### src/rtl/ddr3_arb_pkg.sv
// rtl/ddr3_arb_pkg.sv - shared types and width helper for the DDR3 read/write arbiter
package ddr3_arb_pkg;

    typedef enum logic [1:0] {
        IDLE,
        WR,
        RD
    } state_e;

    typedef enum logic {
        GNT_WR,
        GNT_RD
    } grant_e;

    // Bits needed to hold any value in 0..max_val
    function automatic int cnt_width(input int max_val);
        return (max_val < 1) ? 1 : $clog2(max_val + 1);
    endfunction

endpackage

### src/rtl/ddr3_rw_arbiter_if.sv
// rtl/ddr3_rw_arbiter_if.sv - client and DDR3 user-port signal bundle for the arbiter
interface ddr3_rw_arbiter_if #(
    parameter int DATA_WIDTH = 256,
    parameter int ADDR_WIDTH = 22
);
    localparam int BE_WIDTH = DATA_WIDTH / 8;

    logic                  wr_req_i;
    logic [ADDR_WIDTH-1:0] wr_addr_i;
    logic [DATA_WIDTH-1:0] wr_data_i;
    logic [BE_WIDTH-1:0]   wr_be_i;
    logic                  wr_ack_o;

    logic                  rd_req_i;
    logic [ADDR_WIDTH-1:0] rd_addr_i;
    logic                  rd_ack_o;
    logic [DATA_WIDTH-1:0] rd_data_o;
    logic                  rd_valid_o;

    logic [ADDR_WIDTH-1:0] ddr3_addr_o;
    logic                  ddr3_write_o;
    logic                  ddr3_read_o;
    logic [BE_WIDTH-1:0]   ddr3_byte_enable_o;
    logic [DATA_WIDTH-1:0] ddr3_write_data_o;
    logic                  ddr3_waitrequest_in;
    logic [DATA_WIDTH-1:0] ddr3_rddata_in;
    logic                  ddr3_rddata_valid_in;
    logic                  rd_underflow_o;

    modport slave (
        input  wr_req_i, wr_addr_i, wr_data_i, wr_be_i,
        input  rd_req_i, rd_addr_i,
        input  ddr3_waitrequest_in, ddr3_rddata_in, ddr3_rddata_valid_in,
        output wr_ack_o, rd_ack_o, rd_data_o, rd_valid_o,
        output ddr3_addr_o, ddr3_write_o, ddr3_read_o, ddr3_byte_enable_o, ddr3_write_data_o,
        output rd_underflow_o
    );

    modport master (
        output wr_req_i, wr_addr_i, wr_data_i, wr_be_i,
        output rd_req_i, rd_addr_i,
        output ddr3_waitrequest_in, ddr3_rddata_in, ddr3_rddata_valid_in,
        input  wr_ack_o, rd_ack_o, rd_data_o, rd_valid_o,
        input  ddr3_addr_o, ddr3_write_o, ddr3_read_o, ddr3_byte_enable_o, ddr3_write_data_o,
        input  rd_underflow_o
    );

endinterface

### src/rtl/ddr3_rr_arb2.sv
// rtl/ddr3_rr_arb2.sv - two-way round-robin pick between writer and reader
module ddr3_rr_arb2
    import ddr3_arb_pkg::*;
(
    input  logic   clk,
    input  logic   rst,
    input  logic   req_wr,
    input  logic   req_rd,
    input  logic   upd_en,
    input  grant_e upd_gnt,
    output logic   gnt_valid,
    output grant_e gnt
);

    grant_e last_grant_q, last_grant_d;

    // Pick the eligible client; on a tie the one not granted last wins
    always_comb begin
        gnt_valid    = req_wr | req_rd;
        gnt          = GNT_WR;
        last_grant_d = upd_en ? upd_gnt : last_grant_q;
        if (req_wr && req_rd) begin
            gnt = (last_grant_q == GNT_WR) ? GNT_RD : GNT_WR;
        end else if (req_rd) begin
            gnt = GNT_RD;
        end
    end

    // Last grant starts as reader so the writer wins the first tie
    always_ff @(posedge clk) begin
        if (rst) begin
            last_grant_q <= GNT_RD;
        end else begin
            last_grant_q <= last_grant_d;
        end
    end

endmodule

### src/rtl/ddr3_rw_arbiter.sv
// rtl/ddr3_rw_arbiter.sv - shares the DDR3 user command port between frame writer and display reader
module ddr3_rw_arbiter
    import ddr3_arb_pkg::*;
#(
    parameter int DATA_WIDTH      = 256,
    parameter int ADDR_WIDTH      = 22,
    parameter int BURST_MAX       = 16,
    parameter int MAX_OUTSTANDING = 32
) (
    input  logic             usr_clk,
    input  logic             usr_rst,
    ddr3_rw_arbiter_if.slave bus
);

    localparam int BE_WIDTH = DATA_WIDTH / 8;
    localparam int BEAT_W   = cnt_width(BURST_MAX);
    localparam int OUT_W    = cnt_width(MAX_OUTSTANDING);

    state_e                state_q, state_d;
    logic [BEAT_W-1:0]     beat_cnt_q, beat_cnt_d;
    logic [OUT_W-1:0]      rd_out_q, rd_out_d;
    logic                  underflow_q, underflow_d;
    logic [ADDR_WIDTH-1:0] addr_q, addr_d;
    logic                  write_q, write_d;
    logic                  read_q, read_d;
    logic [BE_WIDTH-1:0]   be_q, be_d;
    logic [DATA_WIDTH-1:0] wdata_q, wdata_d;
    logic [DATA_WIDTH-1:0] rd_data_q, rd_data_d;
    logic                  rd_valid_q, rd_valid_d;

    logic              wr_elig, rd_elig, slot_free;
    logic              pick_valid, cur_elig, other_elig;
    logic              load, load_wr, load_rd, rel_en;
    grant_e            pick, cur_gnt;
    state_e            other_state;
    logic [BEAT_W-1:0] beat_inc;

    ddr3_rr_arb2 u_rr (
        .clk       (usr_clk),
        .rst       (usr_rst),
        .req_wr    (wr_elig),
        .req_rd    (rd_elig),
        .upd_en    (rel_en),
        .upd_gnt   (cur_gnt),
        .gnt_valid (pick_valid),
        .gnt       (pick)
    );

    // Eligibility, slot availability and which client owns this cycle's load
    always_comb begin
        wr_elig   = bus.wr_req_i;
        rd_elig   = bus.rd_req_i && (rd_out_q < OUT_W'(MAX_OUTSTANDING));
        slot_free = !(write_q || read_q) || !bus.ddr3_waitrequest_in;
        cur_gnt   = GNT_WR;
        cur_elig  = 1'b0;
        unique case (state_q)
            WR:      begin cur_gnt = GNT_WR; cur_elig = wr_elig;    end
            RD:      begin cur_gnt = GNT_RD; cur_elig = rd_elig;    end
            default: begin cur_gnt = pick;   cur_elig = pick_valid; end
        endcase
        other_elig  = (cur_gnt == GNT_WR) ? rd_elig : wr_elig;
        other_state = (cur_gnt == GNT_WR) ? RD : WR;
        load        = !usr_rst && slot_free && cur_elig;
        load_wr     = load && (cur_gnt == GNT_WR);
        load_rd     = load && (cur_gnt == GNT_RD);
        beat_inc    = beat_cnt_q + BEAT_W'(1);
    end

    // Grant FSM: burst counting and release; IDLE grants and loads in the same cycle
    always_comb begin
        state_d    = state_q;
        beat_cnt_d = beat_cnt_q;
        rel_en     = 1'b0;
        if (state_q != IDLE || pick_valid) begin
            state_d = (cur_gnt == GNT_WR) ? WR : RD;
            if (load) begin
                if (beat_inc == BEAT_W'(BURST_MAX)) begin
                    beat_cnt_d = '0;
                    if (other_elig) begin
                        rel_en  = 1'b1;
                        state_d = other_state;
                    end
                end else begin
                    beat_cnt_d = beat_inc;
                end
            end else if (!cur_elig && slot_free) begin
                rel_en     = 1'b1;
                beat_cnt_d = '0;
                state_d    = other_elig ? other_state : IDLE;
            end
        end
    end

    // Command slot: load from the granted client, else empty once the controller takes it
    always_comb begin
        addr_d  = addr_q;
        write_d = write_q;
        read_d  = read_q;
        be_d    = be_q;
        wdata_d = wdata_q;
        if (load_wr) begin
            addr_d  = bus.wr_addr_i;
            write_d = 1'b1;
            read_d  = 1'b0;
            be_d    = bus.wr_be_i;
            wdata_d = bus.wr_data_i;
        end else if (load_rd) begin
            addr_d  = bus.rd_addr_i;
            write_d = 1'b0;
            read_d  = 1'b1;
            be_d    = '1;
        end else if (slot_free) begin
            write_d = 1'b0;
            read_d  = 1'b0;
        end
    end

    // Outstanding-read tracking with sticky underflow, and one-cycle read return
    always_comb begin
        rd_out_d    = rd_out_q;
        underflow_d = underflow_q;
        if (load_rd && !bus.ddr3_rddata_valid_in) begin
            rd_out_d = rd_out_q + OUT_W'(1);
        end else if (!load_rd && bus.ddr3_rddata_valid_in) begin
            if (rd_out_q == '0) begin
                underflow_d = 1'b1;
            end else begin
                rd_out_d = rd_out_q - OUT_W'(1);
            end
        end
        rd_valid_d = bus.ddr3_rddata_valid_in;
        rd_data_d  = bus.ddr3_rddata_in;
    end

    // All state registers; reset clears the slot even while the controller stalls
    always_ff @(posedge usr_clk) begin
        if (usr_rst) begin
            state_q     <= IDLE;
            beat_cnt_q  <= '0;
            rd_out_q    <= '0;
            underflow_q <= 1'b0;
            addr_q      <= '0;
            write_q     <= 1'b0;
            read_q      <= 1'b0;
            be_q        <= '0;
            wdata_q     <= '0;
            rd_data_q   <= '0;
            rd_valid_q  <= 1'b0;
        end else begin
            state_q     <= state_d;
            beat_cnt_q  <= beat_cnt_d;
            rd_out_q    <= rd_out_d;
            underflow_q <= underflow_d;
            addr_q      <= addr_d;
            write_q     <= write_d;
            read_q      <= read_d;
            be_q        <= be_d;
            wdata_q     <= wdata_d;
            rd_data_q   <= rd_data_d;
            rd_valid_q  <= rd_valid_d;
        end
    end

    assign bus.wr_ack_o           = load_wr;
    assign bus.rd_ack_o           = load_rd;
    assign bus.ddr3_addr_o        = addr_q;
    assign bus.ddr3_write_o       = write_q;
    assign bus.ddr3_read_o        = read_q;
    assign bus.ddr3_byte_enable_o = be_q;
    assign bus.ddr3_write_data_o  = wdata_q;
    assign bus.rd_data_o          = rd_data_q;
    assign bus.rd_valid_o         = rd_valid_q;
    assign bus.rd_underflow_o     = underflow_q;

endmodule

### src/flat_wrapper.sv
// flat-port wrapper written by rule: the top's interface ports become plain ports
module ddr3_rw_arbiter_flat import ddr3_arb_pkg::*;
#(
    parameter int DATA_WIDTH      = 256,
    parameter int ADDR_WIDTH      = 22,
    parameter int BURST_MAX       = 16,
    parameter int MAX_OUTSTANDING = 32
)
  (usr_clk, usr_rst, bus_wr_req_i, bus_wr_addr_i, bus_wr_data_i, bus_wr_be_i, bus_rd_req_i, bus_rd_addr_i, bus_ddr3_waitrequest_in, bus_ddr3_rddata_in, bus_ddr3_rddata_valid_in, bus_wr_ack_o, bus_rd_ack_o, bus_rd_data_o, bus_rd_valid_o, bus_ddr3_addr_o, bus_ddr3_write_o, bus_ddr3_read_o, bus_ddr3_byte_enable_o, bus_ddr3_write_data_o, bus_rd_underflow_o);
  ddr3_rw_arbiter_if #(.DATA_WIDTH(DATA_WIDTH), .ADDR_WIDTH(ADDR_WIDTH)) bus_i ();
  input  logic usr_clk;
  input  logic usr_rst;
  input wire logic [$bits(bus_i.wr_req_i)-1:0] bus_wr_req_i;
  input wire logic [$bits(bus_i.wr_addr_i)-1:0] bus_wr_addr_i;
  input wire logic [$bits(bus_i.wr_data_i)-1:0] bus_wr_data_i;
  input wire logic [$bits(bus_i.wr_be_i)-1:0] bus_wr_be_i;
  input wire logic [$bits(bus_i.rd_req_i)-1:0] bus_rd_req_i;
  input wire logic [$bits(bus_i.rd_addr_i)-1:0] bus_rd_addr_i;
  input wire logic [$bits(bus_i.ddr3_waitrequest_in)-1:0] bus_ddr3_waitrequest_in;
  input wire logic [$bits(bus_i.ddr3_rddata_in)-1:0] bus_ddr3_rddata_in;
  input wire logic [$bits(bus_i.ddr3_rddata_valid_in)-1:0] bus_ddr3_rddata_valid_in;
  output wire logic [$bits(bus_i.wr_ack_o)-1:0] bus_wr_ack_o;
  output wire logic [$bits(bus_i.rd_ack_o)-1:0] bus_rd_ack_o;
  output wire logic [$bits(bus_i.rd_data_o)-1:0] bus_rd_data_o;
  output wire logic [$bits(bus_i.rd_valid_o)-1:0] bus_rd_valid_o;
  output wire logic [$bits(bus_i.ddr3_addr_o)-1:0] bus_ddr3_addr_o;
  output wire logic [$bits(bus_i.ddr3_write_o)-1:0] bus_ddr3_write_o;
  output wire logic [$bits(bus_i.ddr3_read_o)-1:0] bus_ddr3_read_o;
  output wire logic [$bits(bus_i.ddr3_byte_enable_o)-1:0] bus_ddr3_byte_enable_o;
  output wire logic [$bits(bus_i.ddr3_write_data_o)-1:0] bus_ddr3_write_data_o;
  output wire logic [$bits(bus_i.rd_underflow_o)-1:0] bus_rd_underflow_o;
  assign bus_i.wr_req_i = bus_wr_req_i;
  assign bus_i.wr_addr_i = bus_wr_addr_i;
  assign bus_i.wr_data_i = bus_wr_data_i;
  assign bus_i.wr_be_i = bus_wr_be_i;
  assign bus_i.rd_req_i = bus_rd_req_i;
  assign bus_i.rd_addr_i = bus_rd_addr_i;
  assign bus_i.ddr3_waitrequest_in = bus_ddr3_waitrequest_in;
  assign bus_i.ddr3_rddata_in = bus_ddr3_rddata_in;
  assign bus_i.ddr3_rddata_valid_in = bus_ddr3_rddata_valid_in;
  assign bus_wr_ack_o = bus_i.wr_ack_o;
  assign bus_rd_ack_o = bus_i.rd_ack_o;
  assign bus_rd_data_o = bus_i.rd_data_o;
  assign bus_rd_valid_o = bus_i.rd_valid_o;
  assign bus_ddr3_addr_o = bus_i.ddr3_addr_o;
  assign bus_ddr3_write_o = bus_i.ddr3_write_o;
  assign bus_ddr3_read_o = bus_i.ddr3_read_o;
  assign bus_ddr3_byte_enable_o = bus_i.ddr3_byte_enable_o;
  assign bus_ddr3_write_data_o = bus_i.ddr3_write_data_o;
  assign bus_rd_underflow_o = bus_i.rd_underflow_o;
  ddr3_rw_arbiter #(.DATA_WIDTH(DATA_WIDTH), .ADDR_WIDTH(ADDR_WIDTH), .BURST_MAX(BURST_MAX), .MAX_OUTSTANDING(MAX_OUTSTANDING)) u_core (.usr_clk(usr_clk), .usr_rst(usr_rst), .bus(bus_i));
endmodule
### config.mk
export PLATFORM = sky130hd
export DESIGN_NAME = ddr3_rw_arbiter_flat
export DESIGN_NICKNAME = d
export VERILOG_FILES = /design/src/rtl/ddr3_arb_pkg.sv /design/src/rtl/ddr3_rw_arbiter_if.sv /design/src/rtl/ddr3_rr_arb2.sv /design/src/rtl/ddr3_rw_arbiter.sv /design/src/flat_wrapper.sv
export SDC_FILE = /design/constraint.sdc
export NUM_CORES = 1
export LEC_CHECK = 0
export CAP_MARGIN = 20
export CORE_AREA = 5 5 450 452
export CTS_CLUSTER_SIZE = 10
export DETAILED_ROUTE_END_ITERATION = 12
export DIE_AREA = 0 0 455 457
export GPL_TIMING_DRIVEN = 0
export HOLD_SLACK_MARGIN = 0.03
export PLACE_DENSITY = 0.4
export SLEW_MARGIN = 20
export SYNTH_ARGS = -nofsm -noshare
export SYNTH_HDL_FRONTEND = slang
export SYNTH_SLANG_ARGS = --single-unit
export TNS_END_PERCENT = 20
### constraint.sdc
create_clock -name usr_clk -period 3.8 [get_ports usr_clk]
set_clock_uncertainty 0.15 [all_clocks]
set_input_delay 0.57 -clock usr_clk [delete_from_list [all_inputs] [get_ports usr_clk]]
set_output_delay 0.57 -clock usr_clk [all_outputs]
set_load 0.01 [all_outputs]
; ---- Word level (Yosys, flattened, before mapping)
; Index checks and enable logic that the tools add are counted.
[totals]
elab_cells = 84
inputBits = 594
ff_bits = 584
[classes]
addsub = 3
reduce_logical = 29
n_eq_ne = 4
magnitude_cmp = 1
n_bitwise = 3
mux = 32
[ops]
columns = operator, count
row1 = 2-to-1 mux 32 bit, 2
row2 = 2-to-1 mux 22 bit, 2
row3 = 2-to-1 mux 6 bit, 3
row4 = 2-to-1 mux 5 bit, 3
row5 = 2-to-1 mux 2 bit, 7
row6 = 2-to-1 mux 1 bit, 13
row7 = nonzero test 2 bit, 5
row8 = logical AND 1 bit, 9
row9 = adder 6 x 1 -> 6 bit (second input constant), 1
row10 = logical NOT 1 bit, 6
row11 = logical NOT 6 bit, 1
row12 = less-than comparator 6 bit (second input constant), 1
row13 = subtractor 6 x 1 -> 6 bit (second input constant), 1
row14 = adder 5 x 1 -> 5 bit (second input constant), 1
row15 = == test 5 bit (second input constant), 1
row16 = one-hot mux 1 bit (2 select lines), 2
row17 = AND reduction 2 bit, 2
row18 = logical OR 1 bit, 3
row19 = AND reduction 3 bit, 1
row20 = nonzero test 3 bit, 1
row21 = == test 2 x 1 -> 1 bit (second input constant), 1
row22 = == test 2 bit (second input constant), 1
row23 = inequality test 2 x 1 -> 1 bit (second input constant), 1
row24 = inverter 1 bit, 2
row25 = 2 further kinds, 2

; ---- Logic depth before layout (Yosys ltp)
; Gate-level depths: netlist (run 1).
[depth]
depth_word = 10
ltp_mapped = 17
ltp_nobuf = 15

; ---- Cells and area by module
; From an unflattened synthesis (run 1), not the netlist that was laid out.
[hier_totals]
hier_cells = 2055
hier_area_um2 = 18869.3
[modules_own_cells]
columns = module, area_per_inst_um2, cells_per_inst, n_inst
row1 = ddr3_rw_arbiter, 18820.6, 2050, 1
row2 = ddr3_rr_arb2, 48.8, 5, 1

; ---- Least setup slack after synthesis (run 1)
; OpenSTA, ideal clock, no wires.
[synth_timing]
path_type = input to register
start = input bus_rd_req_i
end = register u_core.rd_out_q[5]
setup_slack_ns = -0.066
setup_ns = 0.121
path_stages = 16
required_time_ns = 3.529
arrival_time_ns = 3.595
cell_sequence = nor2b_1 > buf_2 > a22oi_2 > nor2_1 > buf_2 > buf_1 > nand3_1 > inv_1 > ha_1 > inv_1 > ha_1 > a211oi_1 > o21bai_1 > a21oi_1 > mux2i_1 > mux2_2
[synth_via]
elab_chain_cells = 9
[synth_rtl]
columns = element, line_no
row1 = start: declaration, flat_wrapper.sv:17  ; input wire logic [$bits(bus_i.rd_req_i)-1:0] bus_rd_req_i;
row2 = logical AND 1 bit *, ddr3_rw_arbiter.sv:52  ; rd_elig = bus.rd_req_i && (rd_out_q < OUT_W'(MAX_OUTSTANDING));
row3 = "2-to-1 mux 1 bit, or another cell as far along", ddr3_rr_arb2.sv:24  ; end else if (req_rd) begin
row4 = 2-to-1 mux 1 bit / one-hot mux 1 bit (2 select lines) (equally long branches), "ddr3_rr_arb2.sv:22, ddr3_rw_arbiter.sv:56"
row5 = one-hot mux 1 bit (2 select lines) / logical AND 1 bit (equally long branches), "ddr3_rw_arbiter.sv:56, ddr3_rw_arbiter.sv:63"
row6 = logical AND 1 bit *, ddr3_rw_arbiter.sv:65  ; load_rd = load && (cur_gnt == GNT_RD);
row7 = net bus_rd_ack_o, flat_wrapper.sv:23  ; output wire logic [$bits(bus_i.rd_ack_o)-1:0] bus_rd_ack_o;
row8 = logical NOT 1 bit, ddr3_rw_arbiter.sv:124  ; end else if (!load_rd && bus.ddr3_rddata_valid_in) begin
row9 = logical AND 1 bit, ddr3_rw_arbiter.sv:124
row10 = nonzero test 2 bit (no line), n/a
row11 = AND reduction 2 bit (no line), n/a
row12 = end signal: assignment, ddr3_rw_arbiter.sv:152  ; rd_out_q <= rd_out_d;
row13 = end: declaration, ddr3_rw_arbiter.sv:21  ; logic [OUT_W-1:0] rd_out_q, rd_out_d;
; Mark *: on every way through the listed nets, which the timed path passes. The rest lies on a longest branch.
; A chain may end at the register's enable or synchronous reset.

; ---- Worst setup path after layout (run 1)
[layout_timing]
start = input usr_rst
end = register u_core.rd_out_q[5]
[layout_via]
elab_chain_cells = 8
[layout_rtl]
columns = element, line_no
row1 = start: declaration, flat_wrapper.sv:12  ; input logic usr_rst;
row2 = logical NOT 1 bit, ddr3_rw_arbiter.sv:63  ; load = !usr_rst && slot_free && cur_elig;
row3 = logical AND 1 bit (2 in a row), ddr3_rw_arbiter.sv:63
row4 = logical AND 1 bit, ddr3_rw_arbiter.sv:65
row5 = logical NOT 1 bit, ddr3_rw_arbiter.sv:124
row6 = logical AND 1 bit, ddr3_rw_arbiter.sv:124
row7 = nonzero test 2 bit (no line), n/a
row8 = AND reduction 2 bit (no line), n/a
; Several ways; a longest one is shown, not always the timed one.

==> out/metrics.cfg, run 1 <==
[outcome]
status=finished, final reports clean

[yosys]
synth.avg_cell_area_sq_um=9.28
ys.flop_type=dfxtp_1
netlist-cell-type-count=51
synth_compound_area_frac=0.105
synth_edf_count=0
synth_mux_area_frac=0.00167
synth_xor_area_frac=0.00140
synth_top_area_share=0.624
synthTopCellsByArea=dfxtp_1 (62%), nand2_1 (11%), nor2b_1 (8.6%), o21ai_1 (4.0%), o21ai_0 (3.0%)
synth_top_family_by_area=simple AND/OR/NAND/NOR gates
yosysTopAreaCell=dfxtp_1
syn_nets=2625
synth_area_sq_um=18700
async_reset_ff_frac=0
synthSimpleGateAreaFrac=0.223
yosysMostFrequentCell=dfxtp_1
synth_warnings=0
synth_fa_ha_area_frac=0.00775
postSynthCellCount=2020
seq_area_frac_synth=0.624
synthTopCellsByCount=dfxtp_1 (584), nand2_1 (567), nor2b_1 (259)
ys_seq_elements=584

[cts]
clock_path_buffers=3
clkSinkCount=584
tritoncts=done
cts_root_buffer=clkbuf_16
insertion_delay_ps=650
clk_pin_slew_ps=60
cts_buffers=79
htree_num_levels=3
hold_buffers=0

[grt]
grt_pass1_wl_um=164000
gr-total-overflow=0
grt_busiest_layer=met2
grt_use_met3=0.0413
grt_pass1_vias=19400
grt_antenna_before_repair=35
grt_use_met1=0.123
use_met2=0.206
grt_max_degree=20
grtUsageTotal=0.113

[floorplanning]
die_h_um=457
io_pins=1166
rows=164
die_w_um=455
start_util=0.0944
core-area_sq_um=198000
dieArea_sq_um=208000

[worst_hold_path]
hold_start=u_core.bus.ddr3_write_data_o[254]$_SDFFE_PP0P_
hold_path_class=register to register
whs_endpoint=u_core.bus.ddr3_write_data_o[254]$_SDFFE_PP0P_
hold_depth=2

[worst_setup_path]
r2r_end=u_core.rd_out_q[5]$_SDFFE_PP0P_
r2r_slack_ps=220
cp_max_fo=19
reg2reg_from=u_core.state_q[0]$_SDFFE_PP0P_
worstPathCellList=clkbuf_1 > inv_6 > clkbuf_1 > nand3_2 > inv_1 > ha_1 > inv_2 > ha_1 > a211oi_2 > o21bai_1 > a21oi_2 > mux2i_1 > mux2_2
critical_path_class=primary input to register
required_ps=4180
endpoint_kind=register
worst_path_max_delay_cell=clkbuf_1
cp.arrival_ps=3960
r2r_cells=16
startpoint_type=primary input
cp_slowest_stage_delay_ps=570

[place]
io_buffer_count=1164
dp_hpwl_um=104000
place.gp.congestion=0.891

[sta]
slew_headroom=0.346
tightest_slew_ps=981
min_period_ps=3580
slew_viol_final=0
fmax_ghz=0.279
hold_violations=0
setup_viol=0
min_period_over_period=0.942

[finish]
finish.utilization=0.183
drive_above_1_share=0.0587
nFillCells=22200
syn_to_final_growth_pct=94.3
nets=3878

[detailed_routing]
routed_wl_um=124000
vias=18800
wl_per_cell_um=20.7
vias_per_cell=3.14
ant_nets=0
drt_iter0_markers=787
drc=0
first_pass_iters=5

[power_and_ir_drop]
worst_ir_drop_vdd_v=0.000278
p_per_area_nw_per_um2=716
cellLeakagePower_nw=13.0
p_total_mw=26.1

[run]
cap_violations=0

-- where the power goes --
part           internal (mW)  switching [mW]  total [mW]
Combinational           4.69            5.24        9.93
Clock                   4.36            3.02        7.38
Sequential              7.79           0.983        8.77
Total                   16.8            9.24        26.1
-- worst max-delay path, delay by kind of cell --
kind / cells / cell delay, ps
adders and majority gates: 2 / 500
AOI/OAI and AO/OA: 3 / 490
and+or+nand+nor: 1 / 200
buffers and inverters: 5 / 1610
muxes: 2 / 550
-- sequential cells by signal, indices dropped and copies added (netlist names) --
name                           count
u_core.bus.ddr3_write_o            1
u_core.bus.ddr3_addr_o            22
u_core.u_rr.last_grant_q           1
u_core.beat_cnt_q                  5
u_core.state_q                     2
u_core.rd_out_q                    6
u_core.bus.rd_underflow_o          1
u_core.bus.rd_data_o             256
u_core.bus.ddr3_byte_enable_o     32
u_core.bus.rd_valid_o              1
u_core.bus.ddr3_write_data_o     256
u_core.bus.ddr3_read_o             1
-- what timing repair did --
action                                  in CTS  in global routing
cloned                                       0                  0
setup buffers                                6                  3
pin swaps                                    3                  4
endpoints found under the setup margin       8                  1
resized for setup                           24                  7
-- through the flow --
step	hold slack, ps	TNS (ps)	worst slack (ps)	std cells	instance area [sq um]
final	295	0	219	5992	36400
after global routing	212	-20.7	-20.7	5982	36400
after CTS	183	0	24.8	5977	36300
after detailed placement	291	-8190	-1640	5842	33700
after global placement	286	-180380	-1690	5840	33700
after floorplan	299	0	15.0	2020	18700
-- metal layers --
metal  vias up  part of all wire
met3       160             0.088
met4        16             0.026
met2       782              0.51
li1       9050                 -
met1      8777              0.38
met5         -           0.00068
-- cell type report --
class	instances	area (sq um)	area share
well taps	2656	3320	0.0913
multi-input cells	1289	6400	0.176
repair buffers	1175	11700	0.322
clock buffers	114	2290	0.0629
diodes	13	32.5	0.000893
inverters	7	31.3	0.000859
flip-flops and latches	584	11700	0.321
plain buffers	137	708	0.0195
clock inverters	17	198	0.00543
-- kinds of logic (layout without fill, tap and decap cells) --
logic type | count (synthesis) | after routing
compound gates | 355 | 355
other cells | 0 | 13
buf+inv | 147 | 1450
simple gates | 917 | 917
flops | 584 | 584
mux | 3 | 3
fa+ha+maj | 11 | 11
xor+xnor | 3 | 3
-- layout by cell type, fill, tap and decap left out, types with 5 or more instances in the layout --
cell / count
clkbuf_8: 18
clkbuf_2: 7
ha_1: 8
a311oi_1: 23
nor2b_1: 259
o21ai_0: 113
inv_6: 6
clkbuf_1: 94
dfxtp_1: 583
diode_2: 13
inv_1: 5
buf_1: 9
nand2_1: 567
clkbuf_16: 80
clkdlybuf4s50_1: 1162
o22ai_1: 32
buf_2: 13
clkinv_2: 5
buf_4: 36
a21oi_1: 13
o21ai_1: 150
nor2_1: 67
-- how the worst max path moves through the flow --
stage / from / slack, ps / cells after the start / end
after detailed placement: usr_rst / -1640 / 14 / u_core.rd_out_q[5]$_SDFFE_PP0P_
final: usr_rst / 220 / 13 / u_core.rd_out_q[5]$_SDFFE_PP0P_
after CTS: u_core.state_q[0]$_SDFFE_PP0P_ / 20 / 17 / u_core.rd_out_q[5]$_SDFFE_PP0P_
after floorplan: u_core.state_q[0]$_SDFFE_PP0P_ / 10 / 16 / u_core.rd_out_q[5]$_SDFFE_PP0P_
after global placement: usr_rst / -1690 / 14 / u_core.rd_out_q[5]$_SDFFE_PP0P_
after global routing: u_core.state_q[0]$_SDFFE_PP0P_ / -20 / 16 / u_core.rd_out_q[5]$_SDFFE_PP0P_
Power figures use the tool's default switching activity.
==> run 2: changes to the inputs <==
- ABC_AREA: unset -> 1
- CORE_AREA: 5 5 450 452 -> 5 5 447 449
- DIE_AREA: 0 0 455 457 -> 0 0 452 454
- PLACE_DENSITY: 0.4 -> 0.41
==> out/metrics.cfg, run 2 <==
[grt]
grt_max_degree=20
gr-total-overflow=0
grt_pass1_wl_um=212000
grt_pass1_vias=20400
grt_antenna_before_repair=75
grtUsageTotal=0.157

[yosys]
yosysTopAreaCell=dfxtp_1
synth_area_sq_um=19100
syn_nets=2959
ys_seq_elements=584
yosysMostFrequentCell=nand2_1
synth_warnings=0
async_reset_ff_frac=0
synth.avg_cell_area_sq_um=8.11
seq_area_frac_synth=0.612
synth_top_area_share=0.612
postSynthCellCount=2354
netlist-cell-type-count=31
synth_edf_count=0
synthTopCellsByCount=nand2_1 (656), dfxtp_1 (584), nor2_1 (301)
synthTopCellsByArea=dfxtp_1 (61%), nand2_1 (13%), nor2_1 (5.9%), inv_1 (5.6%), o21ai_0 (4.4%)
ys.flop_type=dfxtp_1

[place]
dp.cells=6076
dp_hpwl_um=147000
place.gp.congestion=0.920
pre_cts_ws_ps=-697
io_buffer_count=1165

[worst_setup_path]
r2r_end=u_core.rd_out_q[2]$_SDFFE_PP0P_
cp.arrival_ps=2800
reg2reg_from=u_core.state_q[0]$_SDFFE_PP0P_
r2r_slack_ps=500
r2r_cells=16
cp_max_fo=19
worst_path_max_delay_cell=dlygate4sd2_1
critical_path_class=register to output port
required_ps=3080
worstPathCellList=inv_1 > ha_1 > inv_1 > a21oi_1 > nand2_2 > nand3_4 > buf_12 > nor2_4 > buf_6 > dlygate4sd2_1
endpoint_kind=output port
cp_slowest_stage_delay_ps=400
startpoint_type=register
cp_common_cell=inv_1

[run]
cap_violations=0

[detailed_routing]
vias=20300
vias_per_cell=3.26
first_pass_iters=5
wl_per_cell_um=27.1
drt_iter0_markers=1188
routed_wl_um=168000
ant_nets=0
drc=0

[finish]
finish.utilization=0.187
final_cell_mix=clkdlybuf4s50_1 (1163), nand2_1 (655), dfxtp_1 (584)
drive_above_1_share=0.0484
final_cells=6224
final_common_cell=clkdlybuf4s50_1
nets=4210
nFillCells=22000
syn_to_final_growth_pct=92.1

[sta]
min_period_over_period=0.926
slew_headroom=0.281
fin_hold_ws_ps=219
layout_setup_ws_ps=281
slew_viol_final=0
min_period_ps=3520
rsz0062_at_grt=false
hold_violations=0
fmax_ghz=0.284
setup_viol=0
tightest_slew_ps=1080

[floorplanning]
rows=163
dieArea_sq_um=205000
die_h_um=454
start_util=0.0976
die_w_um=452
io_pins=1166
core-area_sq_um=196000

[worst_hold_path]
whs_endpoint=u_core.bus.rd_data_o[97]$_SDFF_PP0_
hold_path_class=primary input to register
hold_depth=3
hold_start=bus_ddr3_rddata_in[97]

[outcome]
status=finished, final reports clean

[cts]
insertion_delay_ps=680
cts_buffers=81
tritoncts=done
hold_buffers=0
cts_root_buffer=clkbuf_16
htree_num_levels=3
clock_path_buffers=3
clk_pin_slew_ps=60
clkSinkCount=584

[power_and_ir_drop]
p_per_area_nw_per_um2=772
worst_ir_drop_vdd_v=0.000333
cellLeakagePower_nw=14.5

run 2: cell count changes after synthesis, moves of 14 or more:
| cell | change |
|---|---|
| a21oi_1 | +29 |
| a311oi_1 | -23 |
| a31oi_1 | +15 |
| buf_2 | +15 |
| buf_4 | -14 |
| inv_1 | +280 |
| nand2_1 | +89 |
| nand3_1 | +30 |
| nor2_1 | +233 |
| nor2b_1 | -259 |
| o21ai_0 | +53 |
| o21ai_1 | -49 |
| o22ai_1 | -31 |
run 2: how the worst max path moves through the flow:
| stage | startpoint | end |
|---|---|---|
| 3_3_place_gp | bus_ddr3_waitrequest_in | bus_wr_ack_o |
| 4_1_cts | u_core.state_q[0]$_SDFFE_PP0P_ | bus_rd_ack_o |
| 3_5_place_dp | bus_ddr3_waitrequest_in | bus_wr_ack_o |
| 2_1_floorplan | u_core.state_q[0]$_SDFFE_PP0P_ | u_core.rd_out_q[3]$_SDFFE_PP0P_ |
| 6_report | u_core.state_q[0]$_SDFFE_PP0P_ | bus_wr_ack_o |
| 5_1_grt | u_core.state_q[0]$_SDFFE_PP0P_ | bus_wr_ack_o |
run 2: worst max-delay path: cells and delay by family, from the launching register on:
kind	cells	cell delay (ps)
buf+inv	5	1020
flops	1	360
simple gates	3	360
fa+ha+maj	1	300
compound gates	1	70
run 2: final cells by class:
| cell class | count | area, sq um | area share |
|---|---|---|---|
| buffer | 133 | 612 | 0.0167 |
| tap | 2557 | 3200 | 0.0872 |
| inverter | 289 | 1080 | 0.0296 |
| timing repair buffer | 1169 | 11700 | 0.319 |
| antenna | 9 | 22.5 | 0.000614 |
| clock inverter | 24 | 358 | 0.00975 |
| multi-input combinational | 1347 | 5730 | 0.156 |
| sequential | 584 | 11700 | 0.319 |
| clock buffer | 112 | 2280 | 0.0622 |
run 2: repair_timing:
item,in CTS,in global routing
pin swaps,2,1
buffers inserted,2,2
setup endpoints to repair,6,4
endpoints found under the hold margin,0,0
gates resized for setup,4,4
run 2: report_power, final:
group	switching, mW	internal (mW)	leakage (nW)
clock	3.25	4.55	1.29
combinational	6.56	4.82	8.38
sequential	1.16	8.01	4.84
run 2: through the flow:
step / setup TNS (ps) / area, sq um / total power, mW
after floorplan: 0 / 19100 / 13.0
after global routing: 0 / 36700 / 29.9
after detailed placement: -8550 / 34000 / 21.0
after CTS: -82.6 / 36600 / 29.0
final: 0 / 36700 / 28.3
after global placement: -8080 / 34000 / 21.0
run 2: kinds of logic after synthesis:
group | after synthesis | synth area share
adders and majority gates | 11 | 0.00760
buffers and inverters | 423 | 0.0886
xor gates and xnor gates | 5 | 0.00229
and+or+nand+nor | 999 | 0.201
AOI/OAI and AO/OA | 332 | 0.0885
DFF | 584 | 0.612
run 2: layer usage:
metal,routed length (um),global-route usage,share of wire,vias to the layer above
li1,-,-,-,9687
met1,60000,0.162,0.36,9546
met2,93700,0.312,0.56,815
met3,10900,0.0445,0.065,219
met4,3820,0.0322,0.023,14
met5,90,0,0.00053,-
==> run 3: changes to the inputs <==
- CORE_AREA: 5 5 447 449 -> 5 5 446 448
- DIE_AREA: 0 0 452 454 -> 0 0 451 453
- DONT_BUFFER_PORTS: unset -> 1
- PLACE_DENSITY: 0.41 -> 0.32
- clock period: 3.8 -> 3.35 ns (I/O delays scaled with it)
==> out/metrics.cfg, run 3 (synthesis results as in run 2) <==
[floorplanning]
start_util=0.0984
rows=162
die_w_um=451
dieArea_sq_um=204000
core-area_sq_um=194000
die_h_um=453
io_pins=1166

[finish]
final_common_cell=nand2_1
final_cell_mix=nand2_1 (655), dlygate4sd3_1 (588), dfxtp_1 (584)
syn_to_final_growth_pct=62.1
nets=3634
multi_input_area_sq_um=5760
seq_area_sq_um=11700
finish.utilization=0.159
drive_above_1_share=0.0613
nFillCells=22000

[detailed_routing]
drt_iter0_markers=1390
drc=0
ant_nets=0
vias=18500
routed_wl_um=153000
vias_per_cell=3.27
first_pass_iters=5
wl_per_cell_um=27.2

[cts]
clock_path_buffers=3
cts_root_buffer=clkbuf_16
clk_pin_slew_ps=60
insertion_delay_ps=690
htree_num_levels=3
clkSinkCount=584
cts_buffers=80
tritoncts=done

[worst_setup_path]
cp.arrival_ps=3500
r2r_end=u_core.rd_out_q[5]$_SDFFE_PP0P_
startpoint=u_core.state_q[1]$_SDFFE_PP0P_
cp_max_fo=11
r2r_cells=18
reg2reg_from=u_core.state_q[1]$_SDFFE_PP0P_
worstPathCellList=inv_1 > ha_1 > inv_2 > a21oi_1 > nand2_2 > nand3_4 > nor2_4 > buf_12 > ha_2 > inv_2 > ha_1 > nand2_1 > inv_1 > nand4_1 > nand3_1 > xor2_1 > nand2_1 > a21oi_1
cp_slowest_stage_delay_ps=360
required_ps=3780
r2r_slack_ps=280
endpoint_kind=register
critical_path_class=register to register
startpoint_type=register
worst_path_max_delay_cell=dfxtp_1
crit_path_end=u_core.rd_out_q[5]$_SDFFE_PP0P_

[power_and_ir_drop]
p_per_area_nw_per_um2=913
worst_ir_drop_vdd_v=0.000441
cellLeakagePower_nw=12.6

[place]
io_buffer_count=0
dp_hpwl_um=130000
place.gp.congestion=0.993

[sta]
rsz0062_at_grt=false
tightest_slew_ps=1010
min_period_ps=3070
setup_viol=0
fmax_ghz=0.326
hold_violations=0
slew_headroom=0.326
setup-tns-final_ps=0
min_period_over_period=0.915
slew_viol_final=0

[outcome]
status=finished, final reports clean

[run]
cap_violations=0

[grt]
grt_pass1_wl_um=193000
grt_max_degree=14
gr-total-overflow=0
grt_antenna_before_repair=72
grtUsageTotal=0.143
grt_pass1_vias=18700

[worst_hold_path]
hold_path_class=primary input to register

## run 3: worst min-delay path by stage
stage,end,slack [ps],from,cells past startpoint
3_5_place_dp,u_core.u_rr.last_grant_q$_SDFFE_PP1P_,330,u_core.u_rr.last_grant_q$_SDFFE_PP1P_,2
2_1_floorplan,u_core.u_rr.last_grant_q$_SDFFE_PP1P_,280,u_core.u_rr.last_grant_q$_SDFFE_PP1P_,2
3_3_place_gp,u_core.u_rr.last_grant_q$_SDFFE_PP1P_,330,u_core.u_rr.last_grant_q$_SDFFE_PP1P_,2
6_report,u_core.u_rr.last_grant_q$_SDFFE_PP1P_,140,bus_wr_req_i,5
4_1_cts,u_core.state_q[0]$_SDFFE_PP0P_,40,bus_wr_req_i,6
5_1_grt,u_core.state_q[0]$_SDFFE_PP0P_,130,bus_wr_req_i,6
## run 3: final cells by class
| class | count | area share |
|---|---|---|
| Clock buffer | 109 | 0.0717 |
| Buffer | 134 | 0.0213 |
| Timing Repair Buffer | 593 | 0.191 |
| Inverter | 289 | 0.0350 |
| Sequential cell | 584 | 0.378 |
| Multi-Input combinational cell | 1347 | 0.186 |
| Tap cell | 2542 | 0.103 |
| Antenna cell | 22 | 0.00178 |
| Clock inverter | 28 | 0.0124 |
## run 3: stage by stage
stage	cells	power, mW	setup WS [ps]	instance area, sq um	hold WS [ps]
finish	5648	28.3	284	31000	141
global route	5638	29.8	22.9	30900	129
CTS	5626	28.9	12.5	30900	37.3
detailed placement	4897	19.1	-485	22300	329
global placement	4896	19.1	-531	22300	333
floorplan	2354	14.7	334	19100	278
## run 3: worst max-delay path: cells and delay by family (launching register included)
family / cells / cell delay, ps
AOI/OAI and AO/OA: 2 / 180
buffers and inverters: 5 / 540
xor gates and xnor gates: 1 / 150
and+or+nand+nor: 7 / 740
DFF: 1 / 360
adders and majority gates: 3 / 850
## run 3: timing repair
| item | in CTS | in global routing |
|---|---|---|
| resized for setup | 13 | 10 |
| setup endpoints to repair | 17 | 10 |
| hold endpoints to repair | 574 | 0 |
| buffers inserted | 4 | 0 |
| pin swaps | 3 | 0 |
| hold buffers | 588 | 0 |
## run 3: routing by layer
layer | up-vias | global-route usage | part of all wire
met5 | - | 0 | 0.00046
met4 | 10 | 0.0381 | 0.028
met3 | 187 | 0.0359 | 0.064
met2 | 896 | 0.275 | 0.54
met1 | 8835 | 0.153 | 0.36
li1 | 8551 | - | -
## run 3: where the power goes
group / internal (mW) / switching, mW / leakage [nW]
sequential: 9.09 / 3.81 / 4.84
clock: 5.00 / 3.68 / 1.26
combinational: 2.26 / 4.42 / 6.47
